<file path="config.mk">
export PLATFORM = sky130hd
export DESIGN_NAME = mdu_ctrl
export DESIGN_NICKNAME = d
export VERILOG_FILES = /design/src/rtl/mdu_ctrl_pkg.sv /design/src/rtl/mdu_ctrl_div_core.sv /design/src/rtl/mdu_ctrl.sv
export SDC_FILE = /design/constraint.sdc
export NUM_CORES = 1
export LEC_CHECK = 0
export CORE_AREA = 2 2 162 164
export CTS_BUF_LIST = sky130_fd_sc_hd__clkbuf_4 sky130_fd_sc_hd__clkbuf_8 sky130_fd_sc_hd__clkbuf_16
export CTS_CLUSTER_SIZE = 12
export DETAILED_ROUTE_END_ITERATION = 8
export DIE_AREA = 0 0 164 166
export PLACE_DENSITY = 0.77
export SLEW_MARGIN = 20
export SYNTH_ARGS = -nofsm -noshare
export SYNTH_HDL_FRONTEND = slang
export SYNTH_HIERARCHICAL = 1
export SYNTH_SLANG_ARGS = --single-unit
</file>
<file path="constraint.sdc">
create_clock -name CLK -period 3.25 [get_ports CLK]
set_clock_uncertainty 0.05 [all_clocks]
set_input_delay 0.325 -clock CLK [delete_from_list [all_inputs] [get_ports CLK]]
set_output_delay 0.325 -clock CLK [all_outputs]
set_load 0.05 [all_outputs]
</file>
<file path="src/rtl/mdu_ctrl_pkg.sv">
// Shared constants for the M-extension sequencer: funct3 codes, multiplier selects, FSM states.
package mdu_ctrl_pkg;

    localparam logic [2:0] OP_MUL    = 3'd0;
    localparam logic [2:0] OP_MULH   = 3'd1;
    localparam logic [2:0] OP_MULHSU = 3'd2;
    localparam logic [2:0] OP_MULHU  = 3'd3;
    localparam logic [2:0] OP_DIV    = 3'd4;
    localparam logic [2:0] OP_DIVU   = 3'd5;
    localparam logic [2:0] OP_REM    = 3'd6;
    localparam logic [2:0] OP_REMU   = 3'd7;

    localparam logic [1:0] MSEL_UNSIGNED        = 2'd0;
    localparam logic [1:0] MSEL_SIGNED          = 2'd1;
    localparam logic [1:0] MSEL_SIGNED_UNSIGNED = 2'd2;

    localparam int              CNT_W          = 5;
    localparam logic [CNT_W-1:0] DIV_STEP_FIRST = 5'd31;

    typedef enum logic [2:0] {
        ST_IDLE     = 3'd0,
        ST_MUL_WAIT = 3'd1,
        ST_DIV_RUN  = 3'd2,
        ST_DIV_FIX  = 3'd3,
        ST_DONE     = 3'd4
    } state_t;

    function automatic logic [1:0] mul_sel_of(input logic [2:0] op);
        case (op)
            OP_MULH:   return MSEL_SIGNED;
            OP_MULHSU: return MSEL_SIGNED_UNSIGNED;
            default:   return MSEL_UNSIGNED;
        endcase
    endfunction

endpackage

</file>
<file path="src/rtl/mdu_ctrl_div_core.sv">
// Restoring shift/subtract divider datapath on unsigned magnitudes, one quotient bit per step.
module div_core #(
    parameter int W = 32
) (
    input  logic         CLK,
    input  logic         nrst,
    input  logic         load,
    input  logic         step,
    input  logic [W-1:0] dividend,
    input  logic [W-1:0] divisor,
    output logic [W-1:0] quotient,
    output logic [W-1:0] remainder
);
    logic [W-1:0] rem_q, quo_q, dvs_q;
    logic [W:0]   shifted;
    logic         fits;
    logic [W-1:0] diff;

    // Partial remainder needs one extra bit before the trial subtract.
    assign shifted = {rem_q, quo_q[W-1]};
    assign fits    = shifted >= {1'b0, dvs_q};
    assign diff    = shifted[W-1:0] - dvs_q;

    always_ff @(posedge CLK or negedge nrst) begin
        if (!nrst) begin
            rem_q <= '0;
            quo_q <= '0;
            dvs_q <= '0;
        end else if (load) begin
            rem_q <= '0;
            quo_q <= dividend;
            dvs_q <= divisor;
        end else if (step) begin
            rem_q <= fits ? diff : shifted[W-1:0];
            quo_q <= {quo_q[W-2:0], fits};
        end
    end

    assign quotient  = quo_q;
    assign remainder = rem_q;
endmodule

</file>
<file path="src/rtl/mdu_ctrl.sv">
// M-extension sequencer: steers an external multiplier IP and an iterative divider, with sign fixup.
module mdu_ctrl
    import mdu_ctrl_pkg::*;
#(
    parameter int WORD_WIDTH = 32,
    parameter int MUL_LAT    = 1
) (
    input  logic                    CLK,
    input  logic                    nrst,
    input  logic                    req_valid,
    input  logic [2:0]              req_op,
    input  logic [WORD_WIDTH-1:0]   op_a,
    input  logic [WORD_WIDTH-1:0]   op_b,
    input  logic                    hold,
    input  logic                    flush,
    output logic                    mul_ce,
    output logic [1:0]              mul_sel,
    input  logic [2*WORD_WIDTH-1:0] mul_p,
    output logic [WORD_WIDTH-1:0]   res,
    output logic                    stall,
    output logic                    done,
    output state_t                  dbg_state
);
    localparam int           W       = WORD_WIDTH;
    localparam logic [W-1:0] MIN_NEG = {1'b1, {(W-1){1'b0}}};

    state_t           state_q, state_d;
    logic [CNT_W-1:0] cnt_q, cnt_d;
    logic [2:0]       op_q;
    logic             neg_quo_q, neg_rem_q;
    logic [W-1:0]     res_q;
    logic [1:0]       mul_sel_q;

    logic         accept, req_div, req_sgn, req_rem, b_zero, ovf, special;
    logic         div_load, div_step;
    logic [W-1:0] abs_a, abs_b, special_res, dq, dr, fix_quo, fix_rem, fix_res;

    // Handshake: a request is taken only in IDLE, when req_valid=1 and neither hold nor flush is
    // asserted; stall rises in that same cycle and stays high until the DONE cycle.
    assign accept  = nrst && (state_q == ST_IDLE) && req_valid && !hold && !flush;
    assign req_div = req_op[2];
    assign req_sgn = ~req_op[0];
    assign req_rem = req_op[1];
    assign b_zero  = (op_b == '0);
    assign ovf     = req_sgn && (op_a == MIN_NEG) && (op_b == '1);
    assign special = b_zero || ovf;
    assign abs_a   = (req_sgn && op_a[W-1]) ? -op_a : op_a;
    assign abs_b   = (req_sgn && op_b[W-1]) ? -op_b : op_b;

    always_comb begin
        special_res = '0;
        if (b_zero) special_res = req_rem ? op_a : '1;
        else        special_res = req_rem ? '0 : MIN_NEG;
    end

    assign div_load = accept && req_div && !special;
    assign div_step = (state_q == ST_DIV_RUN) && !hold && !flush;

    div_core #(.W(W)) u_div (
        .CLK       (CLK),
        .nrst      (nrst),
        .load      (div_load),
        .step      (div_step),
        .dividend  (abs_a),
        .divisor   (abs_b),
        .quotient  (dq),
        .remainder (dr)
    );

    assign fix_quo = neg_quo_q ? -dq : dq;
    assign fix_rem = neg_rem_q ? -dr : dr;
    assign fix_res = op_q[1] ? fix_rem : fix_quo;

    always_comb begin
        state_d = state_q;
        cnt_d   = cnt_q;
        if (flush) begin
            state_d = ST_IDLE;
        end else begin
            case (state_q)
                ST_IDLE: begin
                    if (accept) begin
                        if (!req_div) begin
                            state_d = ST_MUL_WAIT;
                            cnt_d   = CNT_W'(MUL_LAT - 1);
                        end else if (special) begin
                            state_d = ST_DONE;
                        end else begin
                            state_d = ST_DIV_RUN;
                            cnt_d   = DIV_STEP_FIRST;
                        end
                    end
                end
                ST_MUL_WAIT: if (!hold) begin
                    if (cnt_q == '0) state_d = ST_DONE;
                    else             cnt_d   = cnt_q - 1'b1;
                end
                ST_DIV_RUN: if (!hold) begin
                    cnt_d = cnt_q - 1'b1;
                    if (cnt_q == '0) state_d = ST_DIV_FIX;
                end
                ST_DIV_FIX: if (!hold) state_d = ST_DONE;
                ST_DONE:    if (!hold) state_d = ST_IDLE;
                default:    state_d = ST_IDLE;
            endcase
        end
    end

    always_ff @(posedge CLK or negedge nrst) begin
        if (!nrst) begin
            state_q   <= ST_IDLE;
            cnt_q     <= '0;
            op_q      <= '0;
            neg_quo_q <= 1'b0;
            neg_rem_q <= 1'b0;
            res_q     <= '0;
            mul_sel_q <= MSEL_UNSIGNED;
        end else begin
            state_q <= state_d;
            cnt_q   <= cnt_d;
            if (accept) begin
                op_q      <= req_op;
                neg_quo_q <= req_sgn && (op_a[W-1] ^ op_b[W-1]);
                neg_rem_q <= req_sgn && op_a[W-1];
                if (!req_div)           mul_sel_q <= mul_sel_of(req_op);
                if (req_div && special) res_q     <= special_res;
            end
            if ((state_q == ST_DIV_FIX) && !hold && !flush) res_q <= fix_res;
        end
    end

    // Multiply results come straight from the IP, which holds its product while mul_ce is low.
    assign done      = (state_q == ST_DONE);
    assign stall     = accept || (state_q inside {ST_MUL_WAIT, ST_DIV_RUN, ST_DIV_FIX});
    assign mul_ce    = (state_q == ST_MUL_WAIT) && !hold && !flush;
    assign mul_sel   = mul_sel_q;
    assign dbg_state = state_q;
    assign res       = !done      ? '0 :
                       op_q[2]    ? res_q :
                       (op_q == OP_MUL) ? mul_p[W-1:0] : mul_p[2*W-1:W];
endmodule

</file>
==> results of run 1 <==
## worst reg2reg max path, stage by stage (launching register included)
cell	delay (ns)
dfrtp_1	0.40
ha_1	0.38
a211o_1	0.33
a21oi_2	0.23
nand3_1	0.17
a211oi_1	0.49
or3_4	0.29
nand2_8	0.17
mux2i_1	0.20
a211oi_1	0.37
## report_power, final
part | internal (µW) | switching [µW] | leakage [µW]
registers | 2150 | 505 | 0.00183
clock network | 1160 | 767 | 0.000287
logic | 1880 | 2540 | 0.00451
## how the worst max path moves through the flow
stage / from / to / slack, ns
after floorplan: dbg_state[2]$_DFFE_PN0P_ / res_q[11]$_DFFE_PN0P_ / 0.30
after global placement: op_b[1] / u_div/remainder[12]$_DFFE_PN0P_ / 0.02
after detailed placement: op_b[1] / u_div/remainder[12]$_DFFE_PN0P_ / -0.1
after CTS: u_div/remainder[5]$_DFFE_PN0P_ / u_div/remainder[12]$_DFFE_PN0P_ / 0.01
after global routing: u_div/remainder[25]$_DFFE_PN0P_ / u_div/remainder[4]$_DFFE_PN0P_ / 0.01
final: u_div/remainder[5]$_DFFE_PN0P_ / u_div/remainder[4]$_DFFE_PN0P_ / 0.06
## cells by family after synthesis
| family | after synthesis | share of synthesized area [%] |
|---|---|---|
| buffers and inverters | 165 | 5.809 |
| flip-flops | 143 | 28.55 |
| AO/OA/AOI/OAI | 528 | 27.41 |
| adder cells (fa/ha/maj) | 40 | 4.052 |
| AND/OR/NAND/NOR | 506 | 19.49 |
| multiplexers | 62 | 4.981 |
| XOR/XNOR | 139 | 9.712 |
## layer usage
metal / routed length, µm / track usage (%)
met3: 3924 / 5.320
met5: 0 / 0
met1: 17020 / 39.29
met4: 1138 / 10.26
met2: 19080 / 48.87
## Yosys cell counts, types with 20 or more instances
cell	instances	share of area (%)
nand2b_1	24	1.2
nand4_1	24	1.2
or3_1	23	1.1
nor2_1	145	4.3
o31ai_1	38	2.3
xnor2_1	75	5.2
nand2_1	168	5.0
ha_1	39	3.9
inv_1	60	1.8
xor2_1	64	4.5
dfrtp_1	143	29
clkbuf_1	80	2.4
a211oi_1	37	2.2
o41ai_1	25	1.7
o21ai_0	155	6.2
nand3_1	20	0.80
mux2i_1	59	4.7
a21oi_1	119	4.8
## cell type report
| class | instances | area (µm²) | area share (%) |
|---|---|---|---|
| tap | 335 | 419.2 | 2.581 |
| clock buffer | 25 | 510.5 | 3.143 |
| timing repair buffer | 308 | 3159 | 19.45 |
| sequential | 143 | 3580 | 22.04 |
| inverter | 61 | 229.0 | 1.410 |
| clock inverter | 6 | 57.56 | 0.3544 |
| multi-input combinational | 1275 | 8285 | 51.02 |
## what timing repair did
| item | in CTS | in global routing |
|---|---|---|
| hold buffers | 1 | 0 |
| endpoints found under the setup margin | 0 | 4 |
| endpoints found under the hold margin | 37 | 0 |
| resized for setup | 0 | 5 |
## metrics by stage
stage                     instances  hold slack [ns]  utilization [%]  worst slack (ns)  cell area [µm²]
final                          2153           0.2014            63.40           0.06198            16240
after floorplan                1583         -0.02059                -            0.2969            12540
after CTS                      2153           0.1968            63.26           0.01118            16210
after global routing           2153           0.1960            63.40           0.01470            16240
after detailed placement       2121          0.08294            61.01          -0.09943            15630
after global placement         2121          0.07894            61.01           0.01841            15630
## state kept, by name, indices dropped and copies added (netlist names), 2 cells and up
register         count
u_div/quotient      32
res_q               32
dbg_state            3
mul_sel              2
u_div/dvs_q         32
cnt_q                5
u_div/remainder     32
op_q                 3
==> parameters.txt, run 1 <==
Parameter                              Value

Run status
  Result of the run ... completed

Timing
  Post-layout minimum cycle time ... about 3.2 ns
  Final Max Tran Viols ... 0
  Final worst path period share ... between 90% and 100%
  Unrepaired setup endpoints after global routing ... false
  Measured slew at the worst slew-check pin ... 1.003 ns
  Worst slew margin ... around a third
  Count of final setup violators ... 0
  Achievable frequency ... 313.7 MHz
  Setup_tns ... 0 ns
  Final count of hold timing violations ... 0

Routing
  Average vias per placed instance ... 6.183
  Number of DRC markers in iteration 0 ... 1169
  Remaining antenna violation count after routing ... 0
  Detailed-router iteration count before antenna repair ... 6
  Drt drc ... 0
  Routed wire length per instance ... 19.12 µm
  Detailed-route via count ... 13310
  Total detailed-routing wirelength ... 41.16 mm

CTS
  Number of clock sinks ... roughly 140
  CTS root buffer ... clkbuf_16
  Buffer depth of the longest clock path ... 2
  Setup Buffers After CTS ... 0
  Skew-Pair Late Insertion Delay ... 0.43 ns
  TritonCTS clock tree ... yes
  Level count of the clock H-tree ... 4
  Register clock-pin slew on the reported worst setup and hold paths ... around 0.060 ns
  Cts bufs inserted ... 17

Worst setup path
  Cell with the most instances on the worst path ... a211oi_1
  Kind of critical path ... register to register
  Critical path's largest stage delay ... around 0.49 ns
  Buffers & Inverters on Critical Path ... 0
  Crit path cell chain ... ha_1, a211o_1, a21oi_2, nand3_1, a211oi_1, or3_4, nand2_8, mux2i_1, a211oi_1
  Crit. path cell count ... 9
  Slowest cell on the critical path ... a211oi_1
  End of the worst register-to-register path ... u_div/remainder[4]$_DFFE_PN0P_
  Required time at the endpoint of the critical path ... 3.50 ns
  CP startpoint kind ... register
  Arrival time of the worst setup path ... 3.44 ns
  Top fanout value on the critical path ... 24
  Critical Path End Type ... register
  Worst r2r src ... u_div/remainder[5]$_DFFE_PN0P_
  Kind of cell adding the most delay to the critical path ... compound AO/OA/AOI/OAI gates
  FF-to-FF setup slack ... slightly above 0.06 ns
  Number of cell instances on the worst register-to-register path ... 9

Floorplan
  Floorplan die height ... between 150 and 200 µm
  I/O pin total ... 176
  Standard-cell rows ... around 60
  Initial standard-cell utilization of the core ... slightly below 50%
  Floorplan die area ... 27220 µm²
  Chip width ... 164 µm
  Core area ... 25620 µm²

Logic synthesis
  Part of the Yosys area used for sequential elements ... 28.55%
  Distinct cell type count after synthesis ... approximately 80
  Async set-or-reset flop fraction in the synthesized netlist ... 100.0%
  Avg Synthesized Cell Area ... just under 8 µm²
  Flip-flop and latch count after synthesis ... ~140
  Post-synthesis cell count ... 1583
  Most instantiated flip-flop cell in the synthesis netlist ... dfrtp_1
  Count of flip-flops with a built-in enable after synthesis ... 0
  Summed instance area of the synthesized netlist ... 12540 µm²
  Warning count from the yosys run ... 6
  Syn_nets ... roughly 1800

Finish
  Synth-to-layout area growth ... 29.55%
  Commonest non-fill, non-tap cells in the layout ... nand2_1 (168), o21ai_0 (155), nor2_1 (143)
  Fillers ... approximately 2200
  Net count reported at finish ... 1982
  Fraction of final layout cells with drive strength greater than 1 ... 13.53%
  Leading cell type in the layout, fill and taps excluded ... nand2_1
  Antenna fix cells ... 0

GRT
  Vias in the first global route ... 12600
  Remaining global-route overflow ... 0
  Number of antenna violations at the first check in global routing ... 0
  Maximum number of pins on one net before global-route repair ... 64
  First-pass GRT wire length ... 64.97 mm
  Aggregate global-route resource usage ... 29.72%

Power and ir drop
  Total power draw ... ~9000 µW
  Highest ir drop seen on vdd ... roughly 0.28 mV
  Power density normalized to cell area ... between 500 and 600 nW/µm²
  Total leakage power ... between 0.006 and 0.007 µW

Place
  Port-buffer cells ... ~180
  Placed wire-length estimate ... 31.22 mm
  Weighted congestion reported at the end of routability-driven placement ... ~0.94

Job
  Count of maximum capacitance violations ... 0

Hold path
  Worst Hold Class ... input port to async pin
Note: power is estimated with default switching activity, not from simulation.
==> inputs of run 2 (changes only) <==
--- a/config.mk
+++ b/config.mk
@@ -7,11 +7,11 @@
 export LEC_CHECK = 0
 export CORE_AREA = 2 2 162 164
 export CTS_BUF_LIST = sky130_fd_sc_hd__clkbuf_4 sky130_fd_sc_hd__clkbuf_8 sky130_fd_sc_hd__clkbuf_16
-export CTS_CLUSTER_SIZE = 12
+export CTS_CLUSTER_SIZE = 10
 export DETAILED_ROUTE_END_ITERATION = 8
 export DIE_AREA = 0 0 164 166
 export PLACE_DENSITY = 0.77
-export SLEW_MARGIN = 20
+export SLEW_MARGIN = 25
 export SYNTH_ARGS = -nofsm -noshare
 export SYNTH_HDL_FRONTEND = slang
 export SYNTH_HIERARCHICAL = 1
==> results of run 2 <==
Final layout, timing and power as in run 1 (identical DEF).
==> inputs of run 3 (changes only) <==
--- a/config.mk
+++ b/config.mk
@@ -5,14 +5,14 @@
 export SDC_FILE = /design/constraint.sdc
 export NUM_CORES = 1
 export LEC_CHECK = 0
-export CORE_AREA = 2 2 162 164
+export CORE_AREA = 2 2 157 159
 export CTS_BUF_LIST = sky130_fd_sc_hd__clkbuf_4 sky130_fd_sc_hd__clkbuf_8 sky130_fd_sc_hd__clkbuf_16
 export CTS_CLUSTER_SIZE = 10
 export DETAILED_ROUTE_END_ITERATION = 8
-export DIE_AREA = 0 0 164 166
-export PLACE_DENSITY = 0.77
+export DIE_AREA = 0 0 159 161
+export DONT_BUFFER_PORTS = 1
+export PLACE_DENSITY = 0.69
 export SLEW_MARGIN = 25
 export SYNTH_ARGS = -nofsm -noshare
 export SYNTH_HDL_FRONTEND = slang
-export SYNTH_HIERARCHICAL = 1
 export SYNTH_SLANG_ARGS = --single-unit
==> parameters.txt, run 3 <==
Parameter                              Value

CTS
  Buffer depth of the longest clock path ... 2 (unchanged)
  Register clock-pin slew on the reported worst setup and hold paths ... 0.07 ns (about the same)
  Number of clock sinks ... 143 (unchanged)
  Cts bufs inserted ... 17 (unchanged)
  TritonCTS clock tree ... yes
  Skew-Pair Late Insertion Delay ... 0.43 ns (about the same)
  Hold bufs inserted after CTS ... 4 (+3)
  Level count of the clock H-tree ... 4 (unchanged)
  CTS root buffer ... clkbuf_16

Worst setup path
  Critical Path End Type ... register
  Crit path cell chain ... or4_4, or3_4, or4_4, or2_4, o31ai_2, xor2_1, nand2_1, a22o_1
  Required time at the endpoint of the critical path ... 3.52 ns (+0.02 ns)
  Kind of cell adding the most delay to the critical path ... simple AND/OR/NAND/NOR gates
  Number of cell instances on the worst register-to-register path ... 8 (-1)
  Top fanout value on the critical path ... 6 (-75%)
  FF-to-FF setup slack ... 0.15 ns (+0.09 ns)
  CP startpoint kind ... register
  Arrival time of the worst setup path ... 3.37 ns (-0.07 ns)
  Kind of critical path ... register to register
  End of the worst register-to-register path ... res_q[30]$_DFFE_PN0P_
  Cell with the most instances on the worst path ... or4_4
  Critical path's largest stage delay ... 0.58 ns (+0.09 ns)
  Buffers & Inverters on Critical Path ... 0 (unchanged)
  Slowest cell on the critical path ... or4_4
  Worst r2r src ... u_div.remainder[13]$_DFFE_PN0P_

Timing
  Final worst path period share ... 95.43% (-2.7 points)
  Post-layout minimum cycle time ... 3.102 ns (-0.08647 ns)
  Achievable frequency ... 322.4 MHz (+2.8%)
  Count of final setup violators ... 0 (unchanged)
  Smallest hold slack ... -0.4593 ns (-0.6607 ns)
  Final count of hold timing violations ... 143 (+143)
  Unrepaired setup endpoints after global routing ... false
  Post-route setup slack ... 0.1485 ns (+0.08647 ns)
  Worst slew margin ... 32.63% (-0.49 points)
  Setup_tns ... 0 ns (unchanged)
  Final Max Tran Viols ... 0 (unchanged)
  Measured slew at the worst slew-check pin ... 1.011 ns (+0.007322 ns)

Routing
  Detailed-router iteration count before antenna repair ... 5 (-1)
  Average vias per placed instance ... 6.196 (+0.21%)
  Remaining antenna violation count after routing ... 0 (unchanged)
  Drt drc ... 0 (unchanged)
  Routed wire length per instance ... 20.62 µm (+7.8%)
  Total detailed-routing wirelength ... 39.52 mm (-4.0%)
  Detailed-route via count ... 11880 (-11%)
  Number of DRC markers in iteration 0 ... 976 (-17%)

Floorplan
  Initial standard-cell utilization of the core ... 49.36% (+0.43 points)
  I/O pin total ... 176 (unchanged)
  Floorplan die area ... 25600 µm² (-6.0%)
  Floorplan die height ... 161 µm (-3.0%)
  Chip width ... 159 µm (-3.0%)
  Core area ... 23960 µm² (-6.5%)
  Standard-cell rows ... 57 (-3.4%)

Power and ir drop
  Switching share of power ... 38.59% (-3.8 points)
  Sequential share of power ... 36.5% (+7.0 points)
  Highest ir drop seen on vdd ... 0.3629 mV (+31%)
  Clock network fraction of total power ... 28.5% (+7.1 points)
  Total leakage power ... 0.005784 µW (-13%)
  Internal power contribution ... 4277 µW (-18%)
  Net Sw Power ... 2688 µW (-30%)
  Power share of the combinational group ... 35.0% (-14 points)
  Power density normalized to cell area ... 513.9 nW/µm² (-7.3%)

GRT
  Aggregate global-route resource usage ... 30.68% (+0.96 points)
  Number of antenna violations at the first check in global routing ... 0 (unchanged)
  Maximum number of pins on one net before global-route repair ... 147 (+130%)
  Remaining global-route overflow ... 0 (unchanged)
  First-pass GRT wire length ... 62.70 mm (-3.5%)
  Vias in the first global route ... 11400 (-9.5%)

Logic synthesis
  Count of flip-flops with a built-in enable after synthesis ... 0 (unchanged)
  Summed instance area of the synthesized netlist ... 11830 µm² (-5.6%)
  Dominant combinational cell family by area after synthesis ... compound AO/OA/AOI/OAI gates
  Flip-flop and latch count after synthesis ... 143 (unchanged)
  Avg Synthesized Cell Area ... 7.752 µm² (-2.1%)
  Post-synthesis cell count ... 1526 (-3.6%)
  Largest cells by area after synthesis ... dfrtp_1 (30%), o21ai_0 (7.5%), nand2_1 (6.1%), a21oi_1 (5.5%), xnor2_1 (5.3%)
  Share of the synthesized netlist area taken by xor and xnor gates ... 10.66% (+0.95 points)
  Part of the Yosys area used for sequential elements ... 30.25% (+1.7 points)
  Most instantiated flip-flop cell in the synthesis netlist ... dfrtp_1
  Complex-gate fraction of the synthesized area ... 26.77% (-0.64 points)
  Async set-or-reset flop fraction in the synthesized netlist ... 100.0% (unchanged)
  Synth top cells by count ... nand2_1 (193), o21ai_0 (178), dfrtp_1 (143)
  Portion of netlist area occupied by mux cells ... 2.475% (-2.5 points)
  Largest area contributor in the netlist ... dfrtp_1
  Basic-gate share of the synthesized area counting and, or, nand and nor cells ... 20.34% (+0.85 points)
  Warning count from the yosys run ... 0 (-6)
  Post-synthesis adder-cell area fraction ... 4.294% (+0.24 points)
  Distinct cell type count after synthesis ... 76 (-2.6%)
  Syn_nets ... 1702 (-3.2%)
  Most common cell in the synthesized netlist ... nand2_1
  Top cell type's share of synthesized area ... 30.25% (+1.7 points)

Hold path
  Worst Hold Class ... input port to async pin

Finish
  Final design utilization ... 56.56% (-6.8 points)
  Finished Layout Cells ... 1917 (-11%)
  Leading cell type in the layout, fill and taps excluded ... nand2_1
  Fillers ... 2234 (+2.3%)
  Fraction of final layout cells with drive strength greater than 1 ... 12.30% (-1.2 points)
  Commonest non-fill, non-tap cells in the layout ... nand2_1 (192), o21ai_0 (176), dfrtp_1 (141)
  Net count reported at finish ... 1756 (-11%)
  Antenna fix cells ... 0 (unchanged)
  Synth-to-layout area growth ... 14.59%

Run status
  Violated checks ... hold timing
  Result of the run ... complete, but fails checks

Place
  Weighted congestion reported at the end of routability-driven placement ... 1.007 (+7.0%)
  Placed wire-length estimate ... 30.21 mm (-3.2%)
  Port-buffer cells ... 0 (-100%)
  Setup slack at placement ... 0.1497 ns (+0.2491 ns)
  Inst Count DP ... 1880 (-11%)

Job
  Count of maximum capacitance violations ... 0 (unchanged)
run 3: cells by family after synthesis:
group	count (synthesis)
AO/OA/AOI/OAI	504
XOR/XNOR	144
adder cells (fa/ha/maj)	40
buffers and inverters	154
flip-flops	143
multiplexers	29
AND/OR/NAND/NOR	512
run 3: what timing repair did:
item / CTS / global route
endpoints found under the hold margin: 149 / 143
gates resized for setup: 0 / 9
buffers inserted: 0 / 1
setup endpoints to repair: 0 / 26
run 3: layout make-up:
| cell class | instances | area [µm²] | share of cell area [%] |
|---|---|---|---|
| tap | 324 | 405.4 | 2.991 |
| timing repair buffer | 129 | 1066 | 7.865 |
| clock inverter | 13 | 140.1 | 1.034 |
| multi-input combinational | 1229 | 7690 | 56.73 |
| clock buffer | 19 | 446.7 | 3.295 |
| inverter | 60 | 225.2 | 1.662 |
| sequential | 143 | 3581 | 26.42 |
run 3: through the flow:
stage	cell area, µm²	total power, µW	hold WS, ns
final	13550	6965	-0.4593
after global placement	12880	4880	-0.01214
after CTS	13510	6926	-0.4713
after floorplan	11830	4246	-0.02059
after detailed placement	12880	4928	-0.01344
after global routing	13550	7344	-0.4713
run 3: power by group through the flow:
stage | registers (µW) | clock network, µW | logic [µW]
6_report | 2540 | 1990 | 2440
5_1_grt | 2590 | 2060 | 2690
4_1_cts | 2530 | 2000 | 2390
3_5_place_dp | 2560 | 0 | 2370
3_3_place_gp | 2550 | 0 | 2330
2_1_floorplan | 2370 | 0 | 1870
run 3: per-layer routing:
metal | GRT usage (%) | wire (µm) | vias up
li1 | - | - | 5633
met4 | 12.69 | 1473 | 0
met3 | 5.162 | 2981 | 97
met5 | 0 | 0 | -
met1 | 40.14 | 16830 | 5590
met2 | 50.69 | 18240 | 557
run 3: worst register-to-register path, stage by stage (launching register included):
cell and delay (ns):
dfrtp_1 0.49, or4_4 0.58, or3_4 0.37, or4_4 0.56, or2_4 0.28, o31ai_2 0.22, xor2_1 0.17, nand2_1 0.06
a22o_1 0.22
run 3: how the worst max path moves through the flow:
| stage | slack, ns | start | depth (start not counted) | endpoint |
|---|---|---|---|---|
| 2_1_floorplan | 0.23 | u_div.remainder[8]$_DFFE_PN0P_ | 11 | u_div.remainder[28]$_DFFE_PN0P_ |
| 3_3_place_gp | 0.08 | op_a[6] | 11 | u_div.dvs_q[1]$_DFFE_PN0P_ |
| 3_5_place_dp | 0.15 | op_a[6] | 9 | res_q[25]$_DFFE_PN0P_ |
| 4_1_cts | 0.09 | u_div.quotient[31]$_DFFE_PN0P_ | 13 | u_div.remainder[24]$_DFFE_PN0P_ |
| 5_1_grt | 0.0005 | u_div.quotient[31]$_DFFE_PN0P_ | 13 | u_div.remainder[24]$_DFFE_PN0P_ |
| 6_report | 0.15 | u_div.remainder[13]$_DFFE_PN0P_ | 8 | res_q[30]$_DFFE_PN0P_ |
